`src/rtl/meatsquare_pkg.sv`:
```
// rtl/meatsquare_pkg.sv - shared screen geometry, colours and fall-sequencer state encoding
package meatsquare_pkg;

  localparam int SQUARE_SIZE  = 8;
  localparam int SCREEN_W     = 160;
  localparam int SCREEN_H     = 120;
  localparam int PHASE_CYCLES = SQUARE_SIZE * SQUARE_SIZE;

  localparam logic [7:0] MAX_X        = 8'(SCREEN_W - SQUARE_SIZE);
  localparam logic [6:0] MAX_Y        = 7'(SCREEN_H - SQUARE_SIZE);
  localparam logic [2:0] COLOUR_BLACK = 3'b000;

  typedef enum logic [2:0] {
    ST_IDLE,
    ST_DRAW,
    ST_WAIT,
    ST_ERASE,
    ST_MOVE,
    ST_LAND
  } fall_state_t;

  // Sum is formed at 8 bits so a step near the bottom cannot wrap past row 127.
  function automatic logic [6:0] step_y(input logic [6:0] y, input int step);
    logic [7:0] sum;
    sum = {1'b0, y} + 8'(step);
    return (sum > {1'b0, MAX_Y}) ? MAX_Y : sum[6:0];
  endfunction

endpackage

```
`src/rtl/pixel_phase_timer.sv`:
```
// rtl/pixel_phase_timer.sv - holds go for one 64-pixel phase and flags its last cycle
module pixel_phase_timer
  import meatsquare_pkg::*;
(
  input  logic clk,
  input  logic resetn,
  input  logic start,
  output logic go,
  output logic done
);

  logic [5:0] count;
  logic       active;

  always_ff @(posedge clk or negedge resetn) begin
    if (!resetn) begin
      active <= 1'b0;
      count  <= 6'd0;
    end else if (start) begin
      active <= 1'b1;
      count  <= 6'd0;
    end else if (active) begin
      if (count == 6'(PHASE_CYCLES - 1)) begin
        active <= 1'b0;
        count  <= 6'd0;
      end else begin
        count <= count + 6'd1;
      end
    end
  end

  assign go   = active;
  assign done = active && (count == 6'(PHASE_CYCLES - 1));

endmodule

```
`src/rtl/square_fall_sequencer.sv`:
```
// rtl/square_fall_sequencer.sv - drives the 8x8 draw stage through draw/wait/erase/move until the square lands
module square_fall_sequencer
  import meatsquare_pkg::*;
#(
  parameter int         FRAME_TICKS  = 833_333,
  parameter int         FALL_STEP    = 1,
  parameter logic [2:0] ERASE_COLOUR = COLOUR_BLACK
) (
  input  logic       clk,
  input  logic       resetn,
  input  logic       spawn,
  input  logic [7:0] spawn_x,
  input  logic [2:0] spawn_colour,
  input  logic       enable,
  output logic [7:0] X,
  output logic [6:0] Y,
  output logic [2:0] colour,
  output logic       go,
  output logic       busy,
  output logic       landed
);

  localparam int             FW         = (FRAME_TICKS > 1) ? $clog2(FRAME_TICKS) : 1;
  localparam logic [FW-1:0]  FRAME_LAST = FW'(FRAME_TICKS - 1);

  fall_state_t   state, state_nx;
  logic [FW-1:0] frame_cnt;
  logic [2:0]    sq_colour;
  logic          phase_start;
  logic          phase_done;
  logic          frame_end;

  assign frame_end = (state == ST_WAIT) && enable && (frame_cnt == FRAME_LAST);

  pixel_phase_timer u_phase_timer (
    .clk    (clk),
    .resetn (resetn),
    .start  (phase_start),
    .go     (go),
    .done   (phase_done)
  );

  always_ff @(posedge clk or negedge resetn) begin
    if (!resetn) state <= ST_IDLE;
    else         state <= state_nx;
  end

  // The timer is started on the edge that enters DRAW/ERASE so go rises with the state.
  always_comb begin
    state_nx    = state;
    phase_start = 1'b0;
    busy        = (state != ST_IDLE);
    landed      = (state == ST_LAND);
    case (state)
      ST_IDLE: begin
        if (spawn) begin
          state_nx    = ST_DRAW;
          phase_start = 1'b1;
        end
      end
      ST_DRAW: begin
        if (phase_done) state_nx = (Y == MAX_Y) ? ST_LAND : ST_WAIT;
      end
      ST_WAIT: begin
        if (frame_end) begin
          state_nx    = ST_ERASE;
          phase_start = 1'b1;
        end
      end
      ST_ERASE: begin
        if (phase_done) state_nx = ST_MOVE;
      end
      ST_MOVE: begin
        state_nx    = ST_DRAW;
        phase_start = 1'b1;
      end
      ST_LAND: state_nx = ST_IDLE;
      default: state_nx = ST_IDLE;
    endcase
  end

  // X/Y/colour only change on edges where go is low, keeping them stable across each phase.
  always_ff @(posedge clk or negedge resetn) begin
    if (!resetn) begin
      X         <= 8'd0;
      Y         <= 7'd0;
      colour    <= 3'd0;
      sq_colour <= 3'd0;
      frame_cnt <= '0;
    end else begin
      case (state)
        ST_IDLE: begin
          if (spawn) begin
            X         <= (spawn_x > MAX_X) ? MAX_X : spawn_x;
            Y         <= 7'd0;
            sq_colour <= spawn_colour;
            colour    <= spawn_colour;
          end
        end
        ST_WAIT: begin
          if (frame_end) begin
            frame_cnt <= '0;
            colour    <= ERASE_COLOUR;
          end else if (enable) begin
            frame_cnt <= frame_cnt + FW'(1);
          end
        end
        ST_MOVE: begin
          Y      <= step_y(Y, FALL_STEP);
          colour <= sq_colour;
        end
        default: ;
      endcase
    end
  end

endmodule

```
`config.mk`:
```
export PLATFORM = sky130hd
export DESIGN_NAME = square_fall_sequencer
export DESIGN_NICKNAME = d
export VERILOG_FILES = /design/src/rtl/meatsquare_pkg.sv /design/src/rtl/pixel_phase_timer.sv /design/src/rtl/square_fall_sequencer.sv
export SDC_FILE = /design/constraint.sdc
export NUM_CORES = 1
export LEC_CHECK = 0
export BUFFER_PORTS_ARGS = -buffer_cell sky130_fd_sc_hd__buf_4
export CAP_MARGIN = 25
export CORE_MARGIN = 8
export CORE_UTILIZATION = 57
export CTS_CLUSTER_SIZE = 28
export DETAILED_ROUTE_END_ITERATION = 6
export HOLD_SLACK_MARGIN = 0.1
export PLACE_DENSITY_LB_ADDON = 0.25
export REMOVE_ABC_BUFFERS = 1
export SLEW_MARGIN = 20
export SYNTH_ARGS = -nofsm -noshare
export SYNTH_HDL_FRONTEND = slang
export SYNTH_SLANG_ARGS = --single-unit
```
`constraint.sdc`:
```
create_clock -name clk -period 2.4 [get_ports clk]
set_input_delay 0.36 -clock clk [delete_from_list [all_inputs] [get_ports clk]]
set_output_delay 0.36 -clock clk [all_outputs]
set_load 0.01 [all_outputs]
```
==> out/results.txt <==
Synthesized netlist cell count - 281
Overflow left after global routing - 0
# nets final - 341
Most common flop cell mapped by yosys - sky130_fd_sc_hd__dfrtp_1
Max transition margin - 58.92%
Mean instance size in the synthesized netlist - 9.600 sq um
Count of vias placed by the detailed router - 2198
Number of routed nets with antenna violations - 0
Wire length of the first global-routing pass - 10160 microns
Peak ir drop on the vdd network - 383.1 uV
Most common cell after layout, fill and taps aside - sky130_fd_sc_hd__dfrtp_1
Fraction of the core area covered by cells at the end of the flow - 67.16%
Share of layout cells above drive strength 1 - 18.75%
Post-route clock period utilization - 88.39%
Run status - complete, no violations
Area inside the core boundary - 0.004629 sq mm
Slew @ Worst Pin - 0.6161 ns
Share of the yosys chip area belonging to registers - 47.31%
Flop and latch count out of synthesis - 51
First-pass detailed-route iteration total - 4
Critical Path Start Type - flip-flop
Hold violation count in the final report - 0
Detail Placement HPWL - 4213 microns
Via count of the first global-routing pass - 2299
Setup-violating endpoint count in the final report - 0
Kind of cell with the highest combined delay on the critical path - flip-flops
Post-CTS setup-driven buffer insertion count - 0
Type of the most critical hold path - in -> reg
Clock tree from TritonCTS - yes
Area of the die - 0.007190 sq mm
Worst-case hold slack - 0.2692 ns
Height of the die - 84.80 microns
Initial antenna violation count - 0
Clock sink count - 51
Worst Path Arrival - 2.31 ns
Max Clock Skew - 0.005384 ns
Via count normalized by instance count - 5.877
Number of flops mapped to enable cells by yosys - 0
Placement Rows - 25
Cell chain of the critical path - ha_1 > nand3_1 > mux2i_1 > a311o_1 > and3_1 > mux2_2
Detailed Route Iter0 Violations - 60
Top Ports - 36
Worst skew pair latency - 0.30 ns
CTS clock-pin slew for the worst setup and hold paths - 0.09 ns
Pin count of the biggest net entering global routing - 52
Proportion of synthesized flip-flops having asynchronous set or reset - 100.0%
Total Wirelength - 5661 microns
Worst R2R Setup Slack - 0.28 ns
Highest-delay cell along the critical path - sky130_fd_sc_hd__dfrtp_1
Worst Path Buf+Inv - 0
Leakage - 1.428 nW
Summed instance area of the synthesized netlist - 0.002698 sq mm
Synth cell types - 52
Fin. max-slew vios - 0
Hold-fix buffer count after cts - 1
Fin crit period - 2.121 ns
Number of max-capacitance violations reported - 0
Maximum operating frequency - 471.4 MHz
Setup repair after global routing missed its margin - no
Total power per unit cell area - 582.6 mW/mm^2
DRC Markers - 0
Overall Global Routing Usage - 17.11%
Horiz. Die Dim - 84.80 microns
CP Class - reg -> reg
Highest fanout seen on the critical path - 8
Antenna diode count - 0
Req. time, crit path - 2.59 ns
Warnings, synthesis - 0
Starting Density - 58.27%
Largest stage delay, worst path - 0.49 ns
Proportion of netlist area held by the largest area contributor - 47.31%
CTS H-tree lvls - 2
Clock Tree Buf Depth - 2
Yosys top cell by area - sky130_fd_sc_hd__dfrtp_1
Number of buffers created by CTS - 5
Average wire per cell in the routed design - 15.14 microns
Ranking of synthesized cells by area - sky130_fd_sc_hd__dfrtp_1, sky130_fd_sc_hd__nand2_1, sky130_fd_sc_hd__nor2_1, sky130_fd_sc_hd__xor2_1, sky130_fd_sc_hd__ha_1
Type of element capturing the critical path - flip-flop
Most frequent cells in the layout - sky130_fd_sc_hd__dfrtp_1, sky130_fd_sc_hd__nand2_1, sky130_fd_sc_hd__buf_4
Sum of negative setup slack - 0 ns
Resize count post-CTS - 0
Cell chosen for the clock root - sky130_fd_sc_hd__clkbuf_8
Number of port buffers - 35
Area added between synthesis and finish - 15.26%
Routability cong. - 0.8738
## routing by layer
| layer | track usage [%] | wire length (microns) |
|---|---|---|
| met4 | 6.472 | 66 |
| met1 | 20.32 | 2586 |
| met5 | 0 | 0 |
| met3 | 4.390 | 225 |
| met2 | 28.92 | 2783 |
## power breakdown
part / internal [mW] / switching [mW] / total, mW
sequential: 0.941 / 0.0935 / 1.03
clock: 0.227 / 0.268 / 0.495
combinational: 0.145 / 0.138 / 0.283
total: 1.31 / 0.500 / 1.81
## synth_stat cells (2+ instances only)
| library cell | instances |
|---|---|
| sky130_fd_sc_hd__dfrtp_1 | 51 |
| sky130_fd_sc_hd__nand2_1 | 40 |
| sky130_fd_sc_hd__nor2_1 | 28 |
| sky130_fd_sc_hd__o21ai_0 | 14 |
| sky130_fd_sc_hd__inv_1 | 12 |
| sky130_fd_sc_hd__xor2_1 | 12 |
| sky130_fd_sc_hd__a21oi_1 | 11 |
| sky130_fd_sc_hd__nand3_1 | 11 |
| sky130_fd_sc_hd__nand4_1 | 10 |
| sky130_fd_sc_hd__nor3_1 | 8 |
| sky130_fd_sc_hd__ha_1 | 6 |
| sky130_fd_sc_hd__a22o_1 | 5 |
| sky130_fd_sc_hd__clkbuf_1 | 5 |
| sky130_fd_sc_hd__mux2_2 | 5 |
| sky130_fd_sc_hd__xnor2_1 | 4 |
| sky130_fd_sc_hd__a22oi_1 | 3 |
| sky130_fd_sc_hd__and2_1 | 3 |
| sky130_fd_sc_hd__and3_1 | 3 |
| sky130_fd_sc_hd__nand2b_1 | 3 |
| sky130_fd_sc_hd__nor4_1 | 3 |
| sky130_fd_sc_hd__o211ai_1 | 3 |
| sky130_fd_sc_hd__or3_1 | 3 |
| sky130_fd_sc_hd__a21o_1 | 2 |
| sky130_fd_sc_hd__a311oi_1 | 2 |
| sky130_fd_sc_hd__buf_6 | 2 |
| sky130_fd_sc_hd__mux2i_1 | 2 |
| sky130_fd_sc_hd__nand4bb_1 | 2 |
| sky130_fd_sc_hd__nor2b_1 | 2 |
| sky130_fd_sc_hd__nor3_4 | 2 |
| sky130_fd_sc_hd__o22a_1 | 2 |
## sequential cells by signal (all words and copies together), names as in the netlist
name                 count
u_phase_timer.go         1
u_phase_timer.count      6
sq_colour                3
Y                        7
state                    3
colour                   3
X                        8
frame_cnt               20
## path summary, 6_finish.rpt
path,startpoint,end,depth (start not counted)
max,Y[1]$_DFFE_PN0P_,Y[0]$_DFFE_PN0P_,6
min,spawn_colour[1],sq_colour[1]$_DFFE_PN0P_,3
max reg2reg,Y[1]$_DFFE_PN0P_,Y[0]$_DFFE_PN0P_,6
min reg2reg,sq_colour[0]$_DFFE_PN0P_,sq_colour[0]$_DFFE_PN0P_,2
max in group asynchronous,resetn,Y[0]$_DFFE_PN0P_,2
min in group asynchronous,resetn,frame_cnt[13]$_DFFE_PN0P_,2
## cell type report
class                           count  area (sq um)
Multi-Input combinational cell    210          1330
Tap cell                           54         67.56
Sequential cell                    51          1276
Clock inverter                      1         5.005
Fill cell                         398          1520
Clock buffer                        6         82.58
Inverter                           12         45.04
Timing Repair Buffer               40         302.8
## tightest hold or removal path, cell delays in order
cell	delay, ns
sky130_fd_sc_hd__buf_4	0.09
sky130_fd_sc_hd__nand2_1	0.04
sky130_fd_sc_hd__nand2_1	0.05
## logic make-up after synthesis
| kind of cell | after synthesis | synth area share [%] |
|---|---|---|
| xor+xnor | 16 | 5.195 |
| flops | 51 | 47.31 |
| compound gates | 53 | 13.59 |
| fa+ha+maj | 6 | 2.783 |
| mux | 7 | 2.829 |
| buf+inv | 20 | 3.386 |
| simple gates | 128 | 24.91 |
## through the flow
step | area (sq um) | power (mW) | setup slack (ns) | std cells
2_1_floorplan | 2651 | 1.195 | 0.3068 | 273
3_3_place_gp | 3012 | 1.319 | 0.3391 | 366
3_5_place_dp | 3012 | 1.335 | 0.3119 | 366
4_1_cts | 3109 | 1.829 | 0.2914 | 374
5_1_grt | 3109 | 1.911 | 0.1084 | 374
6_report | 3109 | 1.812 | 0.2787 | 374
Note: power is estimated with default switching activity, not from simulation.
